[src/rtl/stat_frame_pkg.sv]
// Shared constants and types for the cache-statistics ASCII stream:
// frame tags, hex digit ranges, decoder FSM states and cache level indices.
package stat_frame_pkg;

    localparam logic [7:0] TAG_L1I = 8'h61;
    localparam logic [7:0] TAG_L1D = 8'h62;
    localparam logic [7:0] TAG_L2  = 8'h63;

    localparam logic [7:0] ASCII_0 = 8'h30;
    localparam logic [7:0] ASCII_9 = 8'h39;
    localparam logic [7:0] ASCII_A = 8'h41;
    localparam logic [7:0] ASCII_F = 8'h46;

    localparam int NUM_LEVELS = 3;

    typedef enum logic [1:0] {
        HUNT   = 2'd0,
        DIGITS = 2'd1,
        COMMIT = 2'd2
    } dec_state_e;

    // Level numbering is shared with the counter/encoder side of the link.
    typedef enum logic [1:0] {
        LVL_L1I = 2'd0,
        LVL_L1D = 2'd1,
        LVL_L2  = 2'd2
    } cache_level_e;

    function automatic logic is_tag(input logic [7:0] b);
        return (b == TAG_L1I) || (b == TAG_L1D) || (b == TAG_L2);
    endfunction

    function automatic cache_level_e tag_level(input logic [7:0] b);
        case (b)
            TAG_L1D: return LVL_L1D;
            TAG_L2:  return LVL_L2;
            default: return LVL_L1I;
        endcase
    endfunction

endpackage

[src/rtl/ascii_hex_nibble.sv]
// Combinational ASCII to hex nibble decoder. Accepts '0'-'9' and uppercase
// 'A'-'F' only; lowercase letters are reported invalid.
module ascii_hex_nibble
    import stat_frame_pkg::*;
(
    input  logic [7:0] byte_i,
    output logic       valid_o,
    output logic [3:0] nibble_o
);

    always_comb begin
        valid_o  = 1'b0;
        nibble_o = 4'h0;
        if (byte_i >= ASCII_0 && byte_i <= ASCII_9) begin
            valid_o  = 1'b1;
            nibble_o = byte_i[3:0];
        end else if (byte_i >= ASCII_A && byte_i <= ASCII_F) begin
            valid_o  = 1'b1;
            nibble_o = byte_i[3:0] + 4'd9;
        end
    end

endmodule

[src/rtl/stat_frame_decoder.sv]
// Parses "tag + miss digits + access digits" frames from a byte FIFO and
// publishes per-level count pairs atomically. Optional STAT_DEC_ERRCNT_EN adds err_cnt.
module stat_frame_decoder
    import stat_frame_pkg::*;
#(
    parameter int CNT_W   = 12,
    parameter int TIMEOUT = 1000
) (
    input  logic             clk,
    input  logic             rstn,
    input  logic             fifo_empty,
    input  logic [7:0]       fifo_dout,
    output logic             fifo_rd_en,
    output logic [CNT_W-1:0] l1i_miss,
    output logic [CNT_W-1:0] l1i_acc,
    output logic [CNT_W-1:0] l1d_miss,
    output logic [CNT_W-1:0] l1d_acc,
    output logic [CNT_W-1:0] l2_miss,
    output logic [CNT_W-1:0] l2_acc,
    output logic             upd_l1i,
    output logic             upd_l1d,
    output logic             upd_l2,
    output logic             frame_err
`ifdef STAT_DEC_ERRCNT_EN
    ,
    output logic [7:0]       err_cnt
`endif
);

    localparam int DIG   = CNT_W / 4;
    localparam int NDIG  = 2 * DIG;
    localparam int IDX_W = (NDIG < 2) ? 1 : $clog2(NDIG);
    localparam int TO_W  = (TIMEOUT < 2) ? 1 : $clog2(TIMEOUT + 1);

    logic             rd_en_q;
    logic             byte_vld_q;
    dec_state_e       state_q, state_d;
    logic [IDX_W-1:0] idx_q, idx_d;
    cache_level_e     lvl_q, lvl_d;
    logic [CNT_W-1:0] miss_sh_q, miss_sh_d;
    logic [CNT_W-1:0] acc_sh_q, acc_sh_d;
    logic [TO_W-1:0]  to_cnt_q, to_cnt_d;
    logic             err_q, err_d;
    logic             commit_d;

    logic [CNT_W-1:0]      miss_q [NUM_LEVELS];
    logic [CNT_W-1:0]      acc_q  [NUM_LEVELS];
    logic [NUM_LEVELS-1:0] upd_q;

    logic       hex_vld;
    logic [3:0] hex_nib;

    ascii_hex_nibble u_hex (
        .byte_i   (fifo_dout),
        .valid_o  (hex_vld),
        .nibble_o (hex_nib)
    );

    always_comb begin
        state_d   = state_q;
        idx_d     = idx_q;
        lvl_d     = lvl_q;
        miss_sh_d = miss_sh_q;
        acc_sh_d  = acc_sh_q;
        to_cnt_d  = '0;
        err_d     = 1'b0;
        commit_d  = 1'b0;
        case (state_q)
            HUNT: begin
                if (byte_vld_q && is_tag(fifo_dout)) begin
                    lvl_d     = tag_level(fifo_dout);
                    miss_sh_d = '0;
                    acc_sh_d  = '0;
                    idx_d     = '0;
                    state_d   = DIGITS;
                end
            end
            DIGITS: begin
                if (byte_vld_q) begin
                    if (hex_vld) begin
                        if (idx_q < IDX_W'(DIG)) begin
                            miss_sh_d = (miss_sh_q << 4) | CNT_W'(hex_nib);
                        end else begin
                            acc_sh_d = (acc_sh_q << 4) | CNT_W'(hex_nib);
                        end
                        if (idx_q == IDX_W'(NDIG - 1)) begin
                            idx_d    = '0;
                            commit_d = 1'b1;
                            state_d  = COMMIT;
                        end else begin
                            idx_d = idx_q + 1'b1;
                        end
                    end else begin
                        err_d = 1'b1;
                        if (is_tag(fifo_dout)) begin
                            lvl_d     = tag_level(fifo_dout);
                            miss_sh_d = '0;
                            acc_sh_d  = '0;
                            idx_d     = '0;
                        end else begin
                            state_d = HUNT;
                        end
                    end
                end else if (TIMEOUT != 0) begin
                    // A byte arriving in the expiry cycle wins: this branch is skipped.
                    if (to_cnt_q == TO_W'(TIMEOUT - 1)) begin
                        err_d   = 1'b1;
                        state_d = HUNT;
                    end else begin
                        to_cnt_d = to_cnt_q + 1'b1;
                    end
                end
            end
            COMMIT:  state_d = HUNT;
            default: state_d = HUNT;
        endcase
    end

    always_ff @(posedge clk) begin
        if (!rstn) begin
            rd_en_q    <= 1'b0;
            byte_vld_q <= 1'b0;
            state_q    <= HUNT;
            idx_q      <= '0;
            lvl_q      <= LVL_L1I;
            miss_sh_q  <= '0;
            acc_sh_q   <= '0;
            to_cnt_q   <= '0;
            err_q      <= 1'b0;
        end else begin
            // Registered pop: a request is never issued while a byte is in flight.
            rd_en_q    <= !fifo_empty && !rd_en_q;
            byte_vld_q <= rd_en_q;
            state_q    <= state_d;
            idx_q      <= idx_d;
            lvl_q      <= lvl_d;
            miss_sh_q  <= miss_sh_d;
            acc_sh_q   <= acc_sh_d;
            to_cnt_q   <= to_cnt_d;
            err_q      <= err_d;
        end
    end

    // The commit is registered on the edge entering COMMIT, so the new pair
    // and its strobe are both visible during the COMMIT cycle.
    always_ff @(posedge clk) begin
        for (int i = 0; i < NUM_LEVELS; i++) begin
            if (!rstn) begin
                miss_q[i] <= '0;
                acc_q[i]  <= '0;
                upd_q[i]  <= 1'b0;
            end else begin
                upd_q[i] <= commit_d && (int'(lvl_q) == i);
                if (commit_d && (int'(lvl_q) == i)) begin
                    miss_q[i] <= miss_sh_d;
                    acc_q[i]  <= acc_sh_d;
                end
            end
        end
    end

`ifdef STAT_DEC_ERRCNT_EN
    logic [7:0] err_cnt_q;

    always_ff @(posedge clk) begin
        if (!rstn) begin
            err_cnt_q <= 8'd0;
        end else if (err_d && (err_cnt_q != 8'hFF)) begin
            err_cnt_q <= err_cnt_q + 8'd1;
        end
    end

    assign err_cnt = err_cnt_q;
`endif

    assign fifo_rd_en = rd_en_q;
    assign frame_err  = err_q;
    assign l1i_miss   = miss_q[0];
    assign l1i_acc    = acc_q[0];
    assign l1d_miss   = miss_q[1];
    assign l1d_acc    = acc_q[1];
    assign l2_miss    = miss_q[2];
    assign l2_acc     = acc_q[2];
    assign upd_l1i    = upd_q[0];
    assign upd_l1d    = upd_q[1];
    assign upd_l2     = upd_q[2];

endmodule

[config.mk]
export PLATFORM = sky130hd
export DESIGN_NAME = stat_frame_decoder
export DESIGN_NICKNAME = d
export VERILOG_FILES = /design/src/rtl/stat_frame_pkg.sv /design/src/rtl/ascii_hex_nibble.sv /design/src/rtl/stat_frame_decoder.sv
export SDC_FILE = /design/constraint.sdc
export NUM_CORES = 1
export LEC_CHECK = 0
export ABC_AREA = 1
export ABC_CLOCK_PERIOD_IN_PS = 2850
export BUFFER_PORTS_ARGS = -buffer_cell sky130_fd_sc_hd__clkbuf_2
export CAP_MARGIN = 20
export CORE_MARGIN = 2
export CORE_UTILIZATION = 30
export DETAILED_ROUTE_END_ITERATION = 8
export MAX_ROUTING_LAYER = met4
export PLACE_DENSITY = 0.48
export SLEW_MARGIN = 30
export SYNTH_ARGS = -nofsm -noshare
export SYNTH_HDL_FRONTEND = slang
export SYNTH_SLANG_ARGS = --single-unit
[constraint.sdc]
create_clock -name clk -period 2.85 [get_ports clk]
set_clock_uncertainty 0.05 [all_clocks]
set_input_delay 0.1425 -clock clk [delete_from_list [all_inputs] [get_ports clk]]
set_output_delay 0.1425 -clock clk [all_outputs]
set_load 0.02 [all_outputs]
# After elaboration in Yosys (flattened, before gate mapping)
# Memory sizes are Yosys's and may differ from the RTL's.
# Cells that the tools add are included.
# totals
wordCells	123
memories	2
in_bits	11
mem_bits_rw	72
output_inout_bits	77
ff_bits	47
# classes
bitwise	10
add_sub_neg	3
n_reduce_logical	19
eq_ne	16
n_lt_le_gt_ge	5
n_mux	58
# mem_list
memory	words	width	read_ports	rd_ports_with_merged_regs	wr	line_no	text
acc_q	3	12	3	0	3	stat_frame_decoder.sv:47	logic [CNT_W-1:0] acc_q [NUM_LEVELS];
miss_q	3	12	3	0	3	stat_frame_decoder.sv:46	logic [CNT_W-1:0] miss_q [NUM_LEVELS];
# ops
op	n
$mux 12	16
$pmux 12 s2	2
$eq 8x7->1 const B	3
$or 12x4->12	2
$mux 2	10
$mux 1	19
$mux 3	5
$pmux 2 s2	3
$add 10x1->10 const B	1
$eq 10x10->1 const B	1
$ge 8x6->1 const B	1
$ge 8x7->1 const B	1
$le 8x6->1 const B	1
$le 8x7->1 const B	1
$mux 4	2
$ne 2x2->1 const B	4
$ne 4x4->1 const B	2
$reduce_and 4->1	2
$logic_and 1x1->1	7
$ne 3x3->1 const B	2
$or 1x1->1	6
$pmux 3 s2	1
$reduce_and 5->1	1
$add 4x4->4 const B	1
12 further kinds	17

# Logic depth before layout (Yosys ltp)
# Gate-level depths: netlist (run 1).
# logic_depth
depth_word	12
ltp_mapped	14
mapped_depth_nobuf	14

# Modules after synthesis
# From an unflattened synthesis (run 1), not the netlist that was laid out.
# hier_totals
cells_unflattened	583
hier_area_um2	5366.4
# modules_own_cells
mod	seq_area_each_um2	n_inst	area_per_inst_um2	cells_per_inst
stat_frame_decoder	3103.0	1	5159.9	546
ascii_hex_nibble	0.0	1	206.4	37

# Worst setup path before layout (run 1)
# No wires, ideal clock.
# synth_path
path_type	flip-flop to flip-flop
startpoint	reg state_q[0]
endpoint	mem acc_q[0][0] (enable)
synth_period_minus_slack_ps	2330
n_path_buf	1
required_ps	2419
path_stages_with_launch	10
path_slack_ps	520
setup_ps	381
arrival_ps	1899
path_cell_list	dfxtp_1 inv_1 nor2_4 inv_1 nor2_4 nand2_4 nor3_4 nand2_1 buf_2 nand2_1
# synth_rtl
item	line_no	text
start, declared	stat_frame_decoder.sv:37	dec_state_e state_q, state_d;
start signal, assigned	stat_frame_decoder.sv:134	state_q <= state_d;
end, declared	stat_frame_decoder.sv:47	

==> results of run 1 <==
## routing by layer
layer	vias to the layer above	share of wire [%]	GRT usage [%]
met2	71	48	25.0
met3	22	4.1	4.26
met1	1993	45	19.0
li1	2182	-	-
met4	0	2.6	6.99
met5	-	0	-
## flip-flops by register name, indices dropped and copies added, names as in the netlist
name / flops
idx_q: 3
acc_sh_q: 12
miss_sh_q: 12
upd_q: 3
byte_vld_q: 1
to_cnt_q: 10
acc_q: 36
miss_q: 36
lvl_q: 2
frame_err: 1
state_q: 2
fifo_rd_en: 1
## repair_timing
action                                 CTS  global route
gates resized for setup                  0             0
endpoints found under the hold margin    1             0
setup endpoints to repair                0             0
hold buffers                             1             0
## cell usage after synthesis (5+ instances only)
library cell / count / area share (%)
o21ai_0: 25 / 2.4
nand3_1: 23 / 2.2
edfxtp_1: 72 / 41
a21oi_1: 75 / 7.1
buf_2: 10 / 0.94
nor2_1: 78 / 5.5
inv_1: 74 / 5.2
nor3_1: 6 / 0.57
ha_1: 5 / 1.2
nand2_4: 5 / 1.1
dfxtp_1: 47 / 18
nand2_1: 139 / 9.8
o211ai_1: 6 / 0.85
nand4_1: 6 / 0.71
clkbuf_1: 7 / 0.50
## layout make-up
| cell class | count | area share (%) |
|---|---|---|
| clock buffer | 20 | 6.69 |
| clock inverter | 12 | 2.62 |
| inverter | 75 | 4.22 |
| multi-input combinational | 389 | 27.5 |
| sequential | 119 | 46.5 |
| tap | 225 | 4.22 |
| timing repair buffer | 99 | 8.28 |
## kinds of logic after synthesis
kind of cell | share of synthesized area [%]
AOI/OAI and AO/OA | 10.8
buffers and inverters | 6.89
and+or+nand+nor | 22.2
DFF | 58.5
xor gates and xnor gates | 0.495
adders and majority gates | 1.18
## per-stage QoR
step / cells / util [%]
after floorplan: 601 / -
after global placement: 906 / 34.9
after detailed placement: 906 / 34.9
after CTS: 939 / 38.6
after global routing: 939 / 38.6
final: 939 / 38.6
## how the worst min path moves through the flow
stage                             from         end  slack (ns)  cells past startpoint
final                     fifo_dout[5]    lvl_q[0]        0.09                      5
after global routing      fifo_dout[5]    lvl_q[0]        0.11                      5
after CTS                 fifo_dout[5]    lvl_q[0]        0.08                      5
after floorplan             fifo_empty  fifo_rd_en        0.17                      1
after global placement      fifo_empty  fifo_rd_en        0.26                      2
after detailed placement    fifo_empty  fifo_rd_en        0.26                      2
## cells in the final DEF (no fill, tap or decap), types with 3 or more instances in the layout
cell	n
bufinv_16	4
nand3_1	23
edfxtp_1	72
o211ai_1	6
or2_2	3
nand4_1	6
clkbuf_16	17
ha_1	5
nor3_1	6
dfxtp_1	47
a21oi_1	75
nor2_1	78
clkbuf_2	87
inv_1	74
nand2_4	5
o21ai_0	25
nand2_1	139
buf_4	9
## power by group through the flow
stage	logic, uW	clock network (uW)	registers (uW)
floorplan	58.9	0	1980
global placement	207	0	1920
detailed placement	209	0	1920
CTS	211	2300	1880
global route	224	2370	1880
finish	207	2260	1880
## worst max-delay path, cell delays in order (launching register included)
cell and delay, ns:
dfxtp_1 0.52, inv_1 0.14, nor2_4 0.22, nand2_4 0.11, nor3_4 0.18, nand3_1 0.46
a21oi_1 0.32
==> impl_metrics.env, run 1 <==
export IMPL_crit_path_end="miss_q[1][10]"
export IMPL_port_buffers=87
export IMPL_cts_sinks=119
export IMPL_dpl_hpwl_microns=9290
export IMPL_routabilityCongestion=0.829
export IMPL_worst_hold_slack_ns=0.0885
export IMPL_nets=717
export IMPL_drt_total_wl_microns=13600
export IMPL_clkLatencyLatePin_ns=0.43
export IMPL_reg2reg_to="miss_q[1][10]"
export IMPL_rsz0062_at_grt="false"
export IMPL_overflow=0
export IMPL_postRouteAntennaNets=0
export IMPL_drive_gt1_share_pct=20.3
export IMPL_pwr_share_comb_pct=4.8
export IMPL_cp_end_kind="flip-flop"
export IMPL_antenna_found_initial=0
export IMPL_crit_arrival_ns=2.38
export IMPL_fin_area_sq_mm=0.00668
export IMPL_yosys_register_bits=119
export IMPL_die_h_microns=137
export IMPL_crit_path_start_kind="flip-flop"
export IMPL_syn_num_nets=617
export IMPL_root_buffer="clkbuf_16"
export IMPL_firstDrtPassIters=4
export IMPL_worstPathRequired_ns=3.05
export IMPL_fin_setup_tns_ns=0
export IMPL_yosysUniqueCellTypes=30
export IMPL_cap_violations=0
export IMPL_drt_iter0_markers=287
export IMPL_pre_cts_ws_ns=0.428
export IMPL_power_share_sequential_pct=43.2
export IMPL_multiInputGateArea_sq_mm=0.00184
export IMPL_internal_power_uw=3400
export IMPL_syn_area_sq_mm=0.00530
export IMPL_seqCellArea_sq_mm=0.00310
export IMPL_die_x_microns=137
export IMPL_antenna_cells=0
export IMPL_fin_ws_ns=0.671
export IMPL_r2r_slack_ns=0.67
export IMPL_cellPowerDensity_mw_per_mm2=651
export IMPL_via_per_inst=4.55
export IMPL_period_minus_slack_ns=2.18
export IMPL_max_slew_margin_pct=61.6
export IMPL_cts_tree="done"
export IMPL_reg2reg_depth=6
export IMPL_clk_pin_slew_worst_paths_ns=0.06
export IMPL_crit_start="byte_vld_q"
export IMPL_power_frac_clock_pct=52.0
export IMPL_hold_class="in2reg"
export IMPL_postSynth_asyncResetShare_pct=0
export IMPL_ir_drop_mv=0.419
export IMPL_tightestPinTransition_ns=0.562
export IMPL_switchingPower_uw=943
export IMPL_leakagePower_uw=0.00280
export IMPL_cts_max_level=4
export IMPL_worstSetupPathType="reg2reg"
export IMPL_min_period_over_period_pct=76.4
export IMPL_fp_row_count=48
export IMPL_routedWlPerCell_microns=14.5
export IMPL_reg2reg_from="byte_vld_q"
export IMPL_ios=88
export IMPL_synth_cells=601
export IMPL_synth_edf_count=72
export IMPL_area_growth_pct=25.9
export IMPL_post_cts_buffers=0
export IMPL_die_area_sq_mm=0.0188
export IMPL_status="finished, final reports clean"
export IMPL_initial_core_util_pct=30.7
export IMPL_place_area_sq_mm=0.00604
export IMPL_grt_max_degree=28
export IMPL_cts_max_path_buffers=2
export IMPL_avgSynthCellArea_sq_um=8.83
export IMPL_synth_ff_type="edfxtp_1"
export IMPL_total_power_uw=4350
export IMPL_finalHoldViolations=0
export IMPL_fillers=1778
export IMPL_vias=4268
export IMPL_grtUsageTotal_pct=15.8
export IMPL_drc_errors=0
export IMPL_maxSlewViolCount=0
export IMPL_grt_pass1_wl_microns=21800
export IMPL_cp_max_fo=11
export IMPL_setup_viol=0
export IMPL_netSwitchingFraction_pct=21.7
export IMPL_yosysSeqAreaShare_pct=58.5
export IMPL_numCtsBuffers=17
export IMPL_yosysWarnings=0
export IMPL_fp_coreArea_sq_mm=0.0173
export IMPL_grt_pass1_vias=4222
export IMPL_max_freq_mhz=459
(Power assumes the default switching activity.)
==> run 2: changes to the inputs <==
--- a/config.mk
+++ b/config.mk
@@ -6,14 +6,14 @@
 export NUM_CORES = 1
 export LEC_CHECK = 0
 export ABC_AREA = 1
-export ABC_CLOCK_PERIOD_IN_PS = 2850
+export ABC_CLOCK_PERIOD_IN_PS = 1900
 export BUFFER_PORTS_ARGS = -buffer_cell sky130_fd_sc_hd__clkbuf_2
 export CAP_MARGIN = 20
 export CORE_MARGIN = 2
 export CORE_UTILIZATION = 30
 export DETAILED_ROUTE_END_ITERATION = 8
 export MAX_ROUTING_LAYER = met4
-export PLACE_DENSITY = 0.48
+export PLACE_DENSITY = 0.5
 export SLEW_MARGIN = 30
 export SYNTH_ARGS = -nofsm -noshare
 export SYNTH_HDL_FRONTEND = slang
==> constraint.sdc (replaced) <==
create_clock -name clk -period 1.9 [get_ports clk]
set_clock_uncertainty 0.05 [all_clocks]
set_input_delay 0.095 -clock clk [delete_from_list [all_inputs] [get_ports clk]]
set_output_delay 0.095 -clock clk [all_outputs]
set_load 0.02 [all_outputs]
==> impl_metrics.env, run 2 (synthesis gave the netlist of run 1 again) <==
export IMPL_status="finished, final reports clean"
export IMPL_max_stage_delay_ns=0.33
export IMPL_cts_max_level=4
export IMPL_cts_sinks=119
export IMPL_cellPowerDensity_mw_per_mm2=888
export IMPL_fp_row_count=48
export IMPL_root_buffer="clkbuf_16"
export IMPL_clk_pin_slew_worst_paths_ns=0.05
export IMPL_cpMostUsedCell="inv_1"
export IMPL_period_minus_slack_ns=1.79
export IMPL_cts_max_path_buffers=2
export IMPL_crit_arrival_ns=1.99
export IMPL_drive_gt1_share_pct=28.2
export IMPL_cp_max_fo=13
export IMPL_antenna_cells=0
export IMPL_hold_class="in2reg"
export IMPL_routedWlPerCell_microns=14.7
export IMPL_pwr_share_comb_pct=5.5
export IMPL_firstDrtPassIters=7
export IMPL_final_cell_count_no_fill=994
export IMPL_worstPathRequired_ns=2.11
export IMPL_fp_coreArea_sq_mm=0.0173
export IMPL_grt_pass1_wl_microns=22700
export IMPL_leakagePower_uw=0.00312
export IMPL_overflow=0
export IMPL_cp_end_kind="flip-flop"
export IMPL_final_util_pct=41.7
export IMPL_grtUsageTotal_pct=16.7
export IMPL_max_slew_margin_pct=54.3
export IMPL_routabilityCongestion=0.873
export IMPL_vias=4506
export IMPL_nets=772
export IMPL_dpl_hpwl_microns=10600
export IMPL_clkLatencyLatePin_ns=0.42
export IMPL_critPathBufInv=4
export IMPL_total_power_uw=6410
export IMPL_grt_pass1_vias=4233
export IMPL_die_area_sq_mm=0.0188
export IMPL_crit_path_start_kind="flip-flop"
export IMPL_tightestPinTransition_ns=0.685
export IMPL_mostFrequentLayoutCell="nand2_1"
export IMPL_crit_slowest_cell="dfxtp_1"
export IMPL_antenna_found_initial=0
export IMPL_initial_core_util_pct=30.7
export IMPL_port_buffers=87
export IMPL_crit_chain="inv_1, nor2_4, inv_1, buf_4, nor2_1, inv_1, nand4_1, nand2_1, a21oi_1"
export IMPL_power_frac_clock_pct=50.5
export IMPL_min_period_over_period_pct=94.1
export IMPL_rsz0062_at_grt="true"
export IMPL_drt_total_wl_microns=14600
export IMPL_die_h_microns=137
export IMPL_die_x_microns=137
export IMPL_largest_registers="acc_q: 36 flops, miss_q: 36 flops"
export IMPL_drc_errors=0
export IMPL_area_growth_pct=36.1
export IMPL_via_per_inst=4.53
export IMPL_switchingPower_uw=1380
export IMPL_setup_viol=0
export IMPL_grt_max_degree=23
export IMPL_final_cell_mix="127 x nand2_1, 87 x clkbuf_2, 76 x nor2_1, 75 x a21oi_1, 73 x inv_1"
export IMPL_internal_power_uw=5030
export IMPL_netSwitchingFraction_pct=21.5
export IMPL_drt_iter0_markers=319
export IMPL_cap_violations=0
export IMPL_ir_drop_mv=0.622
export IMPL_maxSlewViolCount=0
export IMPL_cts_tree="done"
export IMPL_numCtsBuffers=17
export IMPL_place_inst=956
export IMPL_power_share_sequential_pct=43.9
export IMPL_worstSetupPathType="reg2reg"
export IMPL_postRouteAntennaNets=0
export IMPL_max_freq_mhz=559
export IMPL_ios=88
export IMPL_finalHoldViolations=0
export IMPL_critPathTopFamily="simple AND/OR/NAND/NOR gates"
run 2: cell types whose count changed in the layout (fill, tap and decap cells not counted), moves of 3 or more:
cell	delta
buf_4	+47
nand2_1	-12
nand2_2	+8
buf_12	+7
nand2_4	+4
clkinv_2	+3
run 2: power groups by stage:
stage	Combinational (uW)	Sequential, uW	Clock [uW]
6_report	355	2820	3240
3_3_place_gp	352	2870	0
3_5_place_dp	357	2870	0
2_1_floorplan	92.3	2960	0
4_1_cts	360	2820	3300
5_1_grt	383	2820	3390
run 2: what timing repair did:
action                                  CTS  global route
gates resized for setup                   2            16
setup buffers                             2             3
hold endpoints to repair                  1             0
endpoints found under the setup margin    8            45
hold buffers                              1             0
pin swaps                                 0             1
run 2: layout make-up:
type | count | area, sq um
inverter | 75 | 285
fill | 1784 | 10100
timing repair buffer | 154 | 1060
clock buffer | 23 | 468
clock inverter | 9 | 124
sequential | 119 | 3100
multi-input combinational | 389 | 1900
tap | 225 | 282
run 2: through the flow:
step | setup WS [ns] | cell area (sq um) | setup TNS [ns] | hold slack (ns)
6_report | 0.111 | 7220 | 0 | 0.0355
5_1_grt | -0.00548 | 7220 | -0.0126 | 0.0833
4_1_cts | 0.0531 | 7150 | 0 | 0.0259
3_5_place_dp | -0.238 | 6530 | -5.57 | 0.210
3_3_place_gp | -0.133 | 6530 | -1.89 | 0.216
2_1_floorplan | -0.0538 | 5330 | -2.58 | 0.122
run 2: per-layer routing:
layer / part of all wire, % / up-vias / wire length (microns) / GRT usage (%)
li1: - / 2297 / - / -
met1: 45 / 2097 / 6580 / 20.6
met2: 49 / 96 / 7100 / 26.7
met3: 4.7 / 16 / 685 / 3.74
met4: 1.4 / 0 / 204 / 6.19
met5: 0 / - / 0 / -
run 2: worst register-to-register path, cell delays in order, from the launching register on:
cell and delay, ns:
dfxtp_1 0.33, inv_1 0.08, nor2_4 0.09, inv_1 0.08, buf_4 0.20, nor2_1 0.22, inv_1 0.10, nand4_1 0.16
nand2_1 0.13, a21oi_1 0.19
run 2: final timing paths:
kind	startpoint	end	slack [ns]	cells after the start
min	fifo_dout[5]	lvl_q[0]	0.04	5
max	state_q[0]	miss_q[0][0]	0.11	9
max reg2reg	state_q[0]	miss_q[0][0]	0.11	9
min reg2reg	to_cnt_q[0]	to_cnt_q[0]	0.40	1
==> run 3: changes to the inputs <==
--- a/config.mk
+++ b/config.mk
@@ -12,6 +12,7 @@
 export CORE_MARGIN = 2
 export CORE_UTILIZATION = 30
 export DETAILED_ROUTE_END_ITERATION = 8
+export GPL_TIMING_DRIVEN = 0
 export MAX_ROUTING_LAYER = met4
 export PLACE_DENSITY = 0.5
 export SLEW_MARGIN = 30
==> constraint.sdc (replaced) <==
create_clock -name clk -period 1.9 [get_ports clk]
set_clock_uncertainty 0.05 [all_clocks]
set_input_delay 0 -clock clk [delete_from_list [all_inputs] [get_ports clk]]
set_output_delay 0 -clock clk [all_outputs]
set_load 0.02 [all_outputs]
==> impl_metrics.env, run 3 (synthesis gave the netlist of run 1 again) <==
export IMPL_status="finished, final reports clean"
export IMPL_antenna_cells=0
export IMPL_max_freq_mhz=547
export IMPL_routedWlPerCell_microns=15.0
export IMPL_grt_max_degree=18
export IMPL_initial_core_util_pct=30.7
export IMPL_drc_errors=0
export IMPL_grtUsageTotal_pct=16.5
export IMPL_routabilityCongestion=0.887
export IMPL_final_cell_count_no_fill=970
export IMPL_total_power_uw=6420
export IMPL_fin_ws_ns=0.0719
export IMPL_numCtsBuffers=17
export IMPL_cap_violations=0
export IMPL_hold_depth=7
export IMPL_via_per_inst=4.70
export IMPL_grt_pass1_vias=4398
export IMPL_postRouteAntennaNets=0
export IMPL_min_period_over_period_pct=96.2
export IMPL_pre_cts_ws_ns=-0.721
export IMPL_clkLatencyLatePin_ns=0.41
export IMPL_crit_arrival_ns=1.89
export IMPL_dpl_hpwl_microns=9750
export IMPL_leakagePower_uw=0.00298
export IMPL_worstPathRequired_ns=1.96
export IMPL_cellPowerDensity_mw_per_mm2=902
export IMPL_reg2reg_to="miss_q[0][9]"
export IMPL_maxSlewViolCount=0
export IMPL_period_minus_slack_ns=1.83
export IMPL_finalHoldViolations=0
export IMPL_max_slew_margin_pct=54.3
export IMPL_cts_sinks=119
export IMPL_fin_setup_tns_ns=0
export IMPL_drt_total_wl_microns=14600
export IMPL_r2r_slack_ns=0.07
export IMPL_hold_end="lvl_q[1]"
export IMPL_die_area_sq_mm=0.0188
export IMPL_setup_viol=0
export IMPL_nets=748
export IMPL_mostFrequentLayoutCell="nand2_1"
export IMPL_ios=88
export IMPL_die_h_microns=137
export IMPL_cts_max_path_buffers=2
export IMPL_crit_path_start_kind="flip-flop"
export IMPL_final_cell_mix="126 x nand2_1, 88 x clkbuf_2, 75 x nor2_1, 75 x a21oi_1, 72 x edfxtp_1"
export IMPL_vias=4556
export IMPL_hold_class="in2reg"
export IMPL_reg2reg_depth=10
export IMPL_ir_drop_mv=0.616
export IMPL_drt_iter0_markers=310
export IMPL_place_inst=913
export IMPL_port_buffers=87
export IMPL_reg2reg_from="state_q[0]"
export IMPL_grt_pass1_wl_microns=22600
export IMPL_overflow=0
export IMPL_clk_pin_slew_worst_paths_ns=0.05
export IMPL_drive_gt1_share_pct=26.2
export IMPL_cp_end_kind="flip-flop"
export IMPL_largest_registers="acc_q: 36 flops, miss_q: 36 flops"
export IMPL_antenna_found_initial=0
export IMPL_tightestPinTransition_ns=0.686
export IMPL_root_buffer="clkbuf_16"
export IMPL_die_x_microns=137
export IMPL_fp_row_count=48
export IMPL_cp_max_fo=6
export IMPL_cts_tree="done"
export IMPL_cts_max_level=4
export IMPL_worstSetupPathType="reg2reg"
export IMPL_hold_path_startpoint="fifo_dout[5]"
export IMPL_firstDrtPassIters=5
export IMPL_fp_coreArea_sq_mm=0.0173
export IMPL_area_growth_pct=34.1
run 3: cell types whose count changed in the layout (fill, tap and decap cells not counted), sizes merged:
cell         before  now
inv              74   76
clkbuf          110  114
nand2           146  153
clkinvlp          1    5
dlygate4sd3       1    3
clkinv            6    3
buf              66   26
run 3: layout make-up:
cell class                 instances  area, sq um
buffer                            18          143
clock buffer                      20          457
clock inverter                    12          150
fill                            1752        10200
inverter                          75          287
multi-input combinational        396         2080
sequential                       119         3110
tap                              225          282
timing repair buffer             105          611
run 3: power breakdown:
part | leakage (uW) | internal (uW) | switching, uW
combinational | 0.00160 | 95.6 | 244
sequential | 0.00110 | 2800 | 20.5
clock | 0.000282 | 2120 | 1140
total | 0.00298 | 5010 | 1400
run 3: critical path, stage by stage, from the launching register on:
cell	delay (ns)
dfxtp_2	0.33
inv_2	0.05
nor2_4	0.14
inv_4	0.05
nor2_4	0.15
nand2_4	0.08
nor3_4	0.11
buf_4	0.18
nand2_4	0.10
buf_12	0.18
nand2_8	0.10
run 3: how the worst max path moves through the flow:
stage | from | end | slack, ns | cells after the start
after floorplan | state_q[0] | acc_q[0][0] | -0.05 | 9
after global placement | state_q[0] | miss_q[0][2] | -0.66 | 9
after detailed placement | state_q[0] | miss_q[0][2] | -0.72 | 9
after CTS | state_q[0] | miss_q[0][4] | -0.02 | 9
after global routing | idx_q[2] | acc_q[2][6] | -0.005 | 11
final | state_q[0] | miss_q[0][9] | 0.07 | 10
run 3: repair_timing:
item / 4_1_cts / 5_1_grt
hold endpoints to repair: 3 / 0
hold buffers: 3 / 0
cloned: 8 / 0
gates resized for setup: 38 / 26
pin swaps: 8 / 1
setup endpoints to repair: 146 / 139
buffers inserted: 13 / 1
run 3: per-stage QoR:
stage               hold WS, ns  area [sq um]  util [%]
finish                   0.0937          7110      41.1
CTS                      0.0696          7060      40.8
global route              0.122          7110      41.1
detailed placement        0.114          6040      34.9
floorplan                0.0268          5330         -
global placement          0.120          6040      34.9
run 3: routing by layer:
metal / routed length, microns / GRT usage [%] / up-vias
met4: 239 / 5.56 / 0
met3: 700 / 3.70 / 15
met1: 6300 / 19.4 / 2167
met2: 7310 / 27.8 / 120
met5: 0 / - / -
li1: - / - / 2254
